$ cat src/rtl/call_stack_ctrl.sv
// call_stack_ctrl: subroutine call/return controller driving the push/pop
// command port of the stek LIFO. It tracks stack occupancy, redirects the
// PC on CALL/RET, and keeps sticky overflow/underflow/illegal flags.
module call_stack_ctrl #(
  parameter int WIDTH = 8,
  parameter int DEPTH = 8
) (
  input  logic                       clk,
  input  logic                       reset,
  input  logic                       call,
  input  logic                       ret,
  input  logic                       clr_err,
  input  logic [WIDTH-1:0]           pc,
  input  logic [WIDTH-1:0]           target,
  input  logic [WIDTH-1:0]           stk_q,
  output logic [1:0]                 stk_con,
  output logic [WIDTH-1:0]           stk_data,
  output logic                       pc_load,
  output logic [WIDTH-1:0]           pc_next,
  output logic                       busy,
  output logic [$clog2(DEPTH+1)-1:0] depth,
  output logic                       overflow,
  output logic                       underflow,
  output logic                       illegal
);

  localparam int DW = $clog2(DEPTH + 1);
  localparam logic [DW-1:0]    DEPTH_MAX = DW'(DEPTH);
  localparam logic [DW-1:0]    DEPTH_ONE = DW'(1);
  localparam logic [WIDTH-1:0] PC_ONE    = WIDTH'(1);

  localparam logic [1:0] CON_IDLE = 2'b00;
  localparam logic [1:0] CON_PUSH = 2'b01;
  localparam logic [1:0] CON_POP  = 2'b10;

  typedef enum logic [2:0] {
    IDLE,
    PUSH,
    POP,
    RWAIT,
    LOAD
  } state_t;

  state_t state;

  // Controller FSM: sequences push/pop, tracks depth, registers every output.
  // NOTE: all state here uses non-blocking assignments so every register
  // samples the pre-edge values; blocking here would create ordering races.
  always_ff @(posedge clk or posedge reset) begin
    if (reset) begin
      state     <= IDLE;
      stk_con   <= CON_IDLE;
      stk_data  <= '0;
      pc_load   <= 1'b0;
      pc_next   <= '0;
      busy      <= 1'b0;
      depth     <= '0;
      overflow  <= 1'b0;
      underflow <= 1'b0;
      illegal   <= 1'b0;
    end else begin
      // NOTE: the clear is written first so a later set in the same cycle
      // overrides it; with non-blocking assignments the last write wins.
      if (clr_err) begin
        overflow  <= 1'b0;
        underflow <= 1'b0;
        illegal   <= 1'b0;
      end

      stk_con <= CON_IDLE;
      pc_load <= 1'b0;

      case (state)
        IDLE: begin
          if (call && ret) begin
            illegal <= 1'b1;
          end else if (call) begin
            if (depth == DEPTH_MAX) begin
              overflow <= 1'b1;
            end else begin
              stk_data <= pc + PC_ONE;
              pc_next  <= target;
              stk_con  <= CON_PUSH;
              busy     <= 1'b1;
              state    <= PUSH;
            end
          end else if (ret) begin
            if (depth == '0) begin
              underflow <= 1'b1;
            end else begin
              stk_con <= CON_POP;
              busy    <= 1'b1;
              state   <= POP;
            end
          end
        end

        PUSH: begin
          depth   <= depth + DEPTH_ONE;
          pc_load <= 1'b1;
          state   <= LOAD;
        end

        POP: begin
          // The stack presents the popped word on y from this edge onward.
          depth <= depth - DEPTH_ONE;
          state <= RWAIT;
        end

        RWAIT: begin
          pc_next <= stk_q;
          pc_load <= 1'b1;
          state   <= LOAD;
        end

        LOAD: begin
          busy  <= 1'b0;
          state <= IDLE;
        end

        default: begin
          busy  <= 1'b0;
          state <= IDLE;
        end
      endcase
    end
  end

endmodule

$ cat config.mk
export PLATFORM = sky130hd
export DESIGN_NAME = call_stack_ctrl
export DESIGN_NICKNAME = d
export VERILOG_FILES = /design/src/rtl/call_stack_ctrl.sv
export SDC_FILE = /design/constraint.sdc
export NUM_CORES = 1
export LEC_CHECK = 0
export CORE_MARGIN = 3
export CORE_UTILIZATION = 46
export CTS_CLUSTER_DIAMETER = 150
export DETAILED_ROUTE_END_ITERATION = 12
export GPL_TIMING_DRIVEN = 0
export PLACE_DENSITY = 0.84
export SYNTH_ARGS = -nofsm -noshare
export SYNTH_HDL_FRONTEND = slang
export SYNTH_SLANG_ARGS = --single-unit
$ cat constraint.sdc
create_clock -name clk -period 4.3 [get_ports clk]
set_input_delay 0.86 -clock clk [delete_from_list [all_inputs] [get_ports clk]]
set_output_delay 0.86 -clock clk [all_outputs]
set_load 0.005 [all_outputs]
======== Word level (Yosys, flattened, before mapping) ========
Index checks and enable logic that the tools add are counted.
word-level totals
  bits in registers ....................... 30
  input port bits ......................... 29
  output and inout bits ................... 27
  word-level logic and storage cells ...... 75
cells by class
  add/subtract/negate cells ............... 3
  equality and inequality tests ........... 10
  mux-type cells .......................... 38
  bitwise operators ....................... 3
  reductions and logical operators ........ 11
operators by type and width
  cell                   count
  $mux W8                3
  $mux W1                21
  $pmux W8 S2            1
  $mux W3                5
  $reduce_and A4 Y1      3
  $mux W2                5
  $ne A3 B3 Y1 const B   3
  $pmux W3 S3            1
  $add A8 B1 Y8 const B  1
  $pmux W4 S2            1
  $eq A3 B2 Y1 const B   2
  $ne A2 B2 Y1 const B   3
  $reduce_and A5 Y1      1
  $add A4 B1 Y4 const B  1
  $eq A4 B4 Y1 const B   1
  $logic_not A4 Y1       1
  $reduce_bool A2 Y1     2
  $sub A4 B1 Y4 const B  1
  $eq A3 B1 Y1 const B   1
  $logic_not A3 Y1       1
  $not A1 Y1             3
  $reduce_or A3 Y1       1
  $pmux W1 S2            1
  $reduce_or A2 Y1       1
  $logic_and A1 B1 Y1    1

======== Logic depth before layout (Yosys ltp) ========
Gate-level depths: netlist (run 1).
  depth after elaboration ................. 6
  mapped depth ............................ 9
  gate-level depth less buffers ........... 8

======== Worst setup path before layout (run 1) ========
OpenSTA, ideal clock, no wires.
  path kind ............................... input to register
  start point ............................. in ret
  end point ............................... reg stk_data[1]
  library setup time ...................... 127 ps
  data arrival time ....................... 1769 ps
  data required time ...................... 4173 ps
  path slack .............................. 2404 ps
  stages .................................. 4
  path buffers ............................ 1
  cells stage by stage .................... nand2b_1 > a211oi_4 > buf_6 > mux2_1
between the ends
  word-level cells in the longest chain between the ends .. 3
ends and longest elaborated chain
  what                         RTL line  source
  start, declared              11        input logic ret,
  $logic_and A1 B1 Y1          75        if (call && ret) begin
  $not A1 Y1 (no line)         -
  $reduce_and A4 Y1 (no line)  -
  end signal, assigned         81        stk_data <= pc + PC_ONE;
  end, declared                17        output logic [WIDTH-1:0] stk_data,
Every way passes these cells.
A chain may end at the register's enable or synchronous reset.

======== Worst setup path after layout (run 1) ========
  start point ............................. reg depth[3]
  end point ............................... out depth[3]
RTL lines
  what                    RTL line  source
  start, declared         21        output logic [$clog2(DEPTH+1)-1:0] depth,
  start signal, assigned  99        depth <= depth + DEPTH_ONE;
  start signal, assigned  106       depth <= depth - DEPTH_ONE;
No word-level cell between the ends.

==> key figures, run 1 <==
Outcome
  – Run status: completed

Floorplan
  – Die width: 61.1 um
  – Starting Density: 49.4%
  – Std-Cell Rows: 19
  – Die area: 3740 sq um
  – Die Y: 61.1 um
  – CORE AREA: 2830 sq um
  – Number of top-level pins: 56

Clock tree
  – Setup bufs post-CTS: 0
  – H-tree levels: 2
  – Clk slew on worst S/H paths: 0.09 ns
  – CTS Buf Count: 5
  – Clock Sinks: 30
  – CTS tree: yes
  – Worst-Skew Late Latency: 0.32 ns
  – Maximum clock insertion buffer count: 2
  – Clk root buf: clkbuf_4
  – # hold bufs at CTS: 0
  – Gates resized, CTS repair: 0

Place
  – IO Port Bufs: 55
  – HPWL after detailed placement: 2580 um
  – Routability Congestion: 0.738

Worst setup path
  – Crit-path max cell delay: 0.56 ns
  – CP Launch Type: flip-flop
  – Slowest-stage cell, CP: clkdlybuf4s50_1
  – CP cell instances: clkdlybuf4s50_1
  – Crit path launch: depth[3]$_DFFE_PP0P_
  – CP arrival: 1.39 ns
  – Reg-to-Reg End: depth[2]$_DFFE_PP0P_
  – Critical Path End Type: output port
  – R2R setup slack: 2.45 ns
  – CP required: 3.44 ns
  – Bufs and invs on worst path: 1
  – WS Path Type: flip-flop to output port
  – Reg2Reg Depth: 8
  – Top cell family by delay on the critical path: buffers and inverters
  – Worst-path maximum fanout: 6
  – CP endpoint: depth[3]
  – Levels on crit path: 1
  – RR Startpoint: state[1]$_DFFE_PP0P_

Logic synthesis
  – Yosys reg bits: 30
  – Net Count, Synth: 164
  – Synthesized instance count: 133
  – Post-synthesis simple-gate area fraction: 15.8%
  – Synth Area in Adders: 1.79%
  – Cells taking the most area after synthesis: dfrtp_1 54%, a22oi_1 4.3%, xor2_1 3.8%
  – Combinational family with the most area after synthesis: simple AND/OR/NAND/NOR gates
  – Post-synth cell types: 33
  – Mapped cell area: 1400 sq um
  – Synth Area in XOR/XNOR: 6.89%
  – Synth area leader: dfrtp_1
  – Yosys top cell area share: 53.7%
  – Syn avg cell area: 10.5 sq um
  – Synth warnings: 0
  – Complex-gate fraction of the synthesized area: 15.7%
  – Seq/Total Area, Yosys: 53.7%
  – Post-synthesis mux area share: 2.42%

Power and ir drop
  – Sequential power share: 38.8%
  – Psw: 0.000449 W
  – Internal Power: 0.000841 W
  – VDD IR max: 366 uV
  – Switch share: 34.8%
  – PwrDens: 634 nW/um^2
  – LEAKAGE: 0.853 nW
  – Clock power frac: 11.4%
  – Combinational share of power: 49.9%

Route
  – Iter 0 DRT Violations: 44
  – DRT antenna net count: 0
  – Count of TritonRoute iterations in the first routing pass: 4
  – Via count: 1232
  – Vias per std cell: 5.45
  – WL/cell: 14.7 um
  – Routed wire length: 3330 um
  – DRC violations left: 0

Timing
  – Total Neg Setup Slack: 0 ns
  – Final Hold Fails: 0
  – Fin crit period: 2.25 ns
  – Final setup viols: 0
  – Unrepaired setup endpoints after global routing: false
  – Final worst path period share: 52.3%
  – Fmax: 445 MHz
  – Final slew viol count: 0
  – Max transition margin: 27.0%
  – Clock skew: 0.0102 ns
  – Final hold slack: 0.495 ns
  – Least-Margin Pin Slew: 1.09 ns

Layout
  – Layout cell share with drive strength beyond 1: 7.18%
  – Most common cell after layout, fill and taps aside: clkdlybuf4s50_1
  – Most frequent cells in the layout: 55 x clkdlybuf4s50_1, 30 x dfrtp_1, 13 x nor2_1
  – Layout area overhead: 45.4%
  – Fin nets: 226
  – N_diodes: 0

Global route
  – Grt ovf: 0
  – Vias in the first global route: 1227
  – GRT Overall Usage: 19.7%
  – Pin count of the biggest net entering global routing: 31
  – Initial antenna violation count: 0
  – Global-route wire length before repair: 5420 um

Min path
  – Hold Crit Class: flip-flop to flip-flop
  – Hold Path Depth: 1

Run
  – MaxCap Viol Count: 0
registers in the layout, summed over array words and instances (netlist names):
signal	count
pc_next	8
underflow	1
stk_con	2
illegal	1
busy	1
stk_data	8
depth	4
pc_load	1
state	3
overflow	1
layout make-up:
class                   instances  area, sq um
plain buffers                   7         41.3
well taps                      31         38.8
multi-input cells              93          594
clock buffers                   7         45.0
fillers                       217          797
repair buffers                 55          551
flip-flops and latches         30          751
inverters                       3         11.3
routing by layer:
layer | share of wire, % | vias to the layer above | GRT usage, % | routed length (um)
met5 | 0 | - | 0 | 0
met4 | 1.5 | 0 | 7.43 | 50
met3 | 7.8 | 7 | 5.03 | 261
met2 | 52 | 49 | 34.6 | 1720
met1 | 39 | 589 | 23.1 | 1300
li1 | - | 587 | - | -
how the worst min path moves through the flow:
stage,slack [ns],from,end
after global placement,0.48,illegal$_DFF_PP0_,illegal$_DFF_PP0_
after floorplan,0.48,stk_data[1]$_DFFE_PP0P_,stk_data[1]$_DFFE_PP0P_
after CTS,0.50,stk_data[1]$_DFFE_PP0P_,stk_data[1]$_DFFE_PP0P_
after detailed placement,0.48,stk_data[1]$_DFFE_PP0P_,stk_data[1]$_DFFE_PP0P_
final,0.50,stk_data[1]$_DFFE_PP0P_,stk_data[1]$_DFFE_PP0P_
after global routing,0.52,overflow$_DFF_PP0_,overflow$_DFF_PP0_
kinds of logic (layout without fill, tap and decap cells):
logic type | Yosys count | after routing
compound gates | 33 | 33
xor+xnor | 11 | 11
fa+ha+maj | 2 | 2
buf+inv | 10 | 72
flops | 30 | 30
mux | 3 | 3
simple gates | 44 | 44
cells in the mapped netlist:
library cell,instances
xnor2_1,5
o21ai_0,1
or3_4,1
a21oi_1,10
nor4_1,1
nand3b_1,1
o21a_1,2
mux2_2,2
nor3_1,3
nand4_1,2
and4_1,1
nand2b_1,2
nor2b_1,3
a211oi_4,1
nor2_1,13
buf_4,1
nand2_1,12
buf_6,1
and3b_1,1
ha_1,2
dfrtp_1,30
mux2_1,1
a32o_1,2
nand3_1,2
xor2_1,6
and2_1,1
nor4b_1,1
buf_2,3
a22o_1,1
inv_1,3
a22oi_1,8
o21ai_1,8
clkbuf_1,2
power by group through the flow:
stage | clock network (W) | registers [W] | logic, W
after floorplan | 0 | 0.000502 | 0.000315
after global placement | 0 | 0.000496 | 0.000622
after detailed placement | 0 | 0.000505 | 0.000645
after CTS | 0.000151 | 0.000500 | 0.000649
after global routing | 0.000166 | 0.000517 | 0.000713
final | 0.000147 | 0.000500 | 0.000643
worst register-to-register path, cell delays in order (launching register included):
cell and delay, ns:
dfrtp_1 0.37, clkbuf_1 0.36, nand2_1 0.12, xnor2_1 0.15, ha_1 0.20, nor4b_1 0.24
a21oi_1 0.07, nor2_1 0.12, xor2_1 0.15
metrics by stage:
step                      total power (W)  util (%)  cells  cell area [sq um]  setup slack, ns
after floorplan                  0.000817         -    133               1400             2.40
after global placement            0.00112      70.2    219               1990             1.84
after global routing              0.00140      71.8    226               2030             2.00
after CTS                         0.00130      71.8    226               2030             2.05
after detailed placement          0.00115      70.2    219               1990             1.82
final                             0.00129      71.8    226               2030             2.05
Power figures use the tool's default switching activity.
==> run 2: changes to the inputs <==
--- a/config.mk
+++ b/config.mk
@@ -6,11 +6,11 @@
 export NUM_CORES = 1
 export LEC_CHECK = 0
 export CORE_MARGIN = 3
-export CORE_UTILIZATION = 46
+export CORE_UTILIZATION = 38
 export CTS_CLUSTER_DIAMETER = 150
 export DETAILED_ROUTE_END_ITERATION = 12
 export GPL_TIMING_DRIVEN = 0
-export PLACE_DENSITY = 0.84
+export PLACE_DENSITY = 0.75
 export SYNTH_ARGS = -nofsm -noshare
 export SYNTH_HDL_FRONTEND = slang
 export SYNTH_SLANG_ARGS = --single-unit
==> constraint.sdc (replaced) <==
create_clock -name clk -period 2 [get_ports clk]
set_input_delay 0.4 -clock clk [delete_from_list [all_inputs] [get_ports clk]]
set_output_delay 0.4 -clock clk [all_outputs]
set_load 0.005 [all_outputs]
==> run 2 against run 1 <==
First-iteration DRC count is 43% lower; setup slack worse by 1.9 ns; die area is 19% higher; non-clock buffer count stayed put; critical path type is now flip-flop to flip-flop.
==> key figures, run 2 (synthesis results as in run 1) <==
Layout
  – Layout cell share with drive strength beyond 1: 8.67% (was 7.18%)
  – Fin nets: 226 (unchanged)
  – Non-Filler Instances: 242 (was 226)
  – Fill count: 284 (was 217)
  – Most common cell after layout, fill and taps aside: clkdlybuf4s50_1 (unchanged)
  – Largest regs: pc_next x8, stk_data x8, depth x4 (unchanged)
  – Layout area overhead: 50.1% (was 45.4%)
  – N_diodes: 0 (unchanged)
  – Finished Core Util: 61.0% (was 71.8%)
  – Most frequent cells in the layout: 55 x clkdlybuf4s50_1, 30 x dfrtp_1, 13 x nor2_1 (unchanged)

Floorplan
  – Number of top-level pins: 56 (unchanged)
  – Die area: 4440 sq um (was 3740 sq um)
  – CORE AREA: 3440 sq um (was 2830 sq um)
  – Std-Cell Rows: 21 (was 19)
  – Die Y: 66.6 um (was 61.1 um)
  – Starting Density: 40.6% (was 49.4%)
  – Die width: 66.6 um (was 61.1 um)

Clock tree
  – H-tree levels: 2 (unchanged)
  – CTS tree: yes (unchanged)
  – # hold bufs at CTS: 0 (unchanged)
  – Worst-Skew Late Latency: 0.28 ns (was 0.32 ns)
  – Gates resized, CTS repair: 0 (unchanged)
  – CTS Buf Count: 5 (unchanged)
  – Setup bufs post-CTS: 0 (unchanged)
  – Maximum clock insertion buffer count: 2 (unchanged)
  – Clk root buf: clkbuf_8 (was clkbuf_4)
  – Clock Sinks: 30 (unchanged)
  – Clk slew on worst S/H paths: 0.06 ns (was 0.09 ns)

Worst setup path
  – R2R setup slack: 0.16 ns (was 2.45 ns)
  – RR Startpoint: state[2]$_DFFE_PP0P_ (was state[1]$_DFFE_PP0P_)
  – Worst-path maximum fanout: 9 (was 6)
  – WS Path Type: flip-flop to flip-flop (was flip-flop to output port)
  – CP Launch Type: flip-flop (unchanged)
  – Reg2Reg Depth: 9 (was 8)
  – CP required: 2.20 ns (was 3.44 ns)
  – Critical Path End Type: flip-flop (was output port)
  – CP arrival: 2.04 ns (was 1.39 ns)
  – Reg-to-Reg End: depth[2]$_DFFE_PP0P_ (unchanged)

Route
  – Iter 0 DRT Violations: 25 (was 44)
  – Routed wire length: 3310 um (was 3330 um)
  – Via count: 1224 (was 1232)
  – DRT antenna net count: 0 (unchanged)
  – Count of TritonRoute iterations in the first routing pass: 4 (unchanged)
  – DRC violations left: 0 (unchanged)
  – WL/cell: 13.7 um (was 14.7 um)
  – Vias per std cell: 5.06 (was 5.45)

Place
  – IO Port Bufs: 55 (unchanged)
  – Routability Congestion: 0.743 (was 0.738)
  – HPWL after detailed placement: 2510 um (was 2580 um)
  – Place WS: -0.0319 ns (was 1.82 ns)
  – Placed Instances: 234 (was 219)

Global route
  – GR peak layer: met2 (unchanged)
  – Grt ovf: 0 (unchanged)
  – Vias in the first global route: 1287 (was 1227)
  – GRT Overall Usage: 16.9% (was 19.7%)
  – M2 GR Usage: 28.2% (was 34.6%)
  – Pin count of the biggest net entering global routing: 31 (unchanged)
  – GRT met3 Usage: 6.75% (was 5.03%)
  – Met1 Use GR: 18.5% (was 23.1%)
  – Initial antenna violation count: 0 (unchanged)
  – Global-route wire length before repair: 5510 um (was 5420 um)

Timing
  – Final hold slack: 0.492 ns (was 0.495 ns)
  – Fin crit period: 1.84 ns
  – Least-Margin Pin Slew: 1.10 ns (was 1.09 ns)
  – Fmax: 542 MHz
  – Unrepaired setup endpoints after global routing: false (unchanged)
  – Clock skew: 0.00410 ns (was 0.0102 ns)
  – Final slew viol count: 0 (unchanged)
  – Min setup slack post-route: 0.156 ns (was 2.05 ns)
  – Final Hold Fails: 0 (unchanged)
  – Final worst path period share: 92.2%
  – Max transition margin: 26.6% (was 27.0%)
  – Final setup viols: 0 (unchanged)

Min path
  – Hold endpoint: illegal$_DFF_PP0_ (was stk_data[1]$_DFFE_PP0P_)
  – Hold Crit Class: flip-flop to flip-flop (unchanged)
  – Hold Path Depth: 1 (unchanged)
  – Hold wc startpoint: illegal$_DFF_PP0_ (was stk_data[1]$_DFFE_PP0P_)

Run
  – MaxCap Viol Count: 0 (unchanged)

Power and ir drop
  – PwrDens: 1400 nW/um^2 (was 634 nW/um^2)
  – VDD IR max: 671 uV (was 366 uV)
  – LEAKAGE: 0.879 nW (was 0.853 nW)
  – Total power: 0.00293 W (was 0.00129 W)

Outcome
  – Run status: completed (unchanged)
==> run 2: cell count changes in the layout (fill, tap and decap cells not counted) <==
cell / delta
clkbuf_2: +1
clkbuf_1: -2
clkinv_2: +1
clkbuf_4: -5
clkbuf_8: +6
==> run 2: final cells by class <==
class                           count  area (sq um)  area share [%]
Inverter                            3          11.3           0.537
Buffer                              7          42.5            2.03
Clock inverter                      1          5.00           0.239
Timing Repair Buffer               55           551            26.2
Sequential cell                    30           751            35.8
Tap cell                           46          57.6            2.74
Multi-Input combinational cell     93           594            28.3
Clock buffer                        7          86.3            4.11
==> run 2: worst max-delay path by stage <==
stage	to	cells past startpoint	slack [ns]	startpoint
finish	depth[2]$_DFFE_PP0P_	9	0.16	state[2]$_DFFE_PP0P_
global route	depth[2]$_DFFE_PP0P_	9	0.001	state[0]$_DFFE_PP0P_
CTS	depth[2]$_DFFE_PP0P_	8	0.09	state[1]$_DFFE_PP0P_
detailed placement	stk_data[1]$_DFFE_PP0P_	5	-0.03	ret
global placement	stk_data[1]$_DFFE_PP0P_	5	-0.002	ret
floorplan	stk_data[1]$_DFFE_PP0P_	5	0.30	state[2]$_DFFE_PP0P_
==> run 2: critical path, cell delays in order (launching register included) <==
cell and delay (ns):
dfrtp_1 0.35, buf_2 0.16, nor2_1 0.19, nand2_1 0.10, xnor2_1 0.14, ha_1 0.21
nor4b_1 0.25, a21oi_1 0.07, nor2_1 0.12, xor2_1 0.16
==> run 2: power breakdown <==
| part | switching, W | internal, W | total, W |
|---|---|---|---|
| combinational | 0.000577 | 0.000797 | 0.00137 |
| sequential | 0.000182 | 0.000883 | 0.00106 |
| clock | 0.000214 | 0.000277 | 0.000491 |
==> run 2: metal layers <==
layer / share of wire, % / routed length (um)
met5: 0 / 0
met4: 0.51 / 17
met3: 8.8 / 292
met2: 49 / 1630
met1: 41 / 1360
==> run 2: stage by stage <==
step | TNS, ns | cell area, sq um
final | 0 | 2100
after detailed placement | -0.0319 | 2010
after global routing | 0 | 2100
after floorplan | 0 | 1400
after global placement | -0.00233 | 2010
after CTS | 0 | 2100
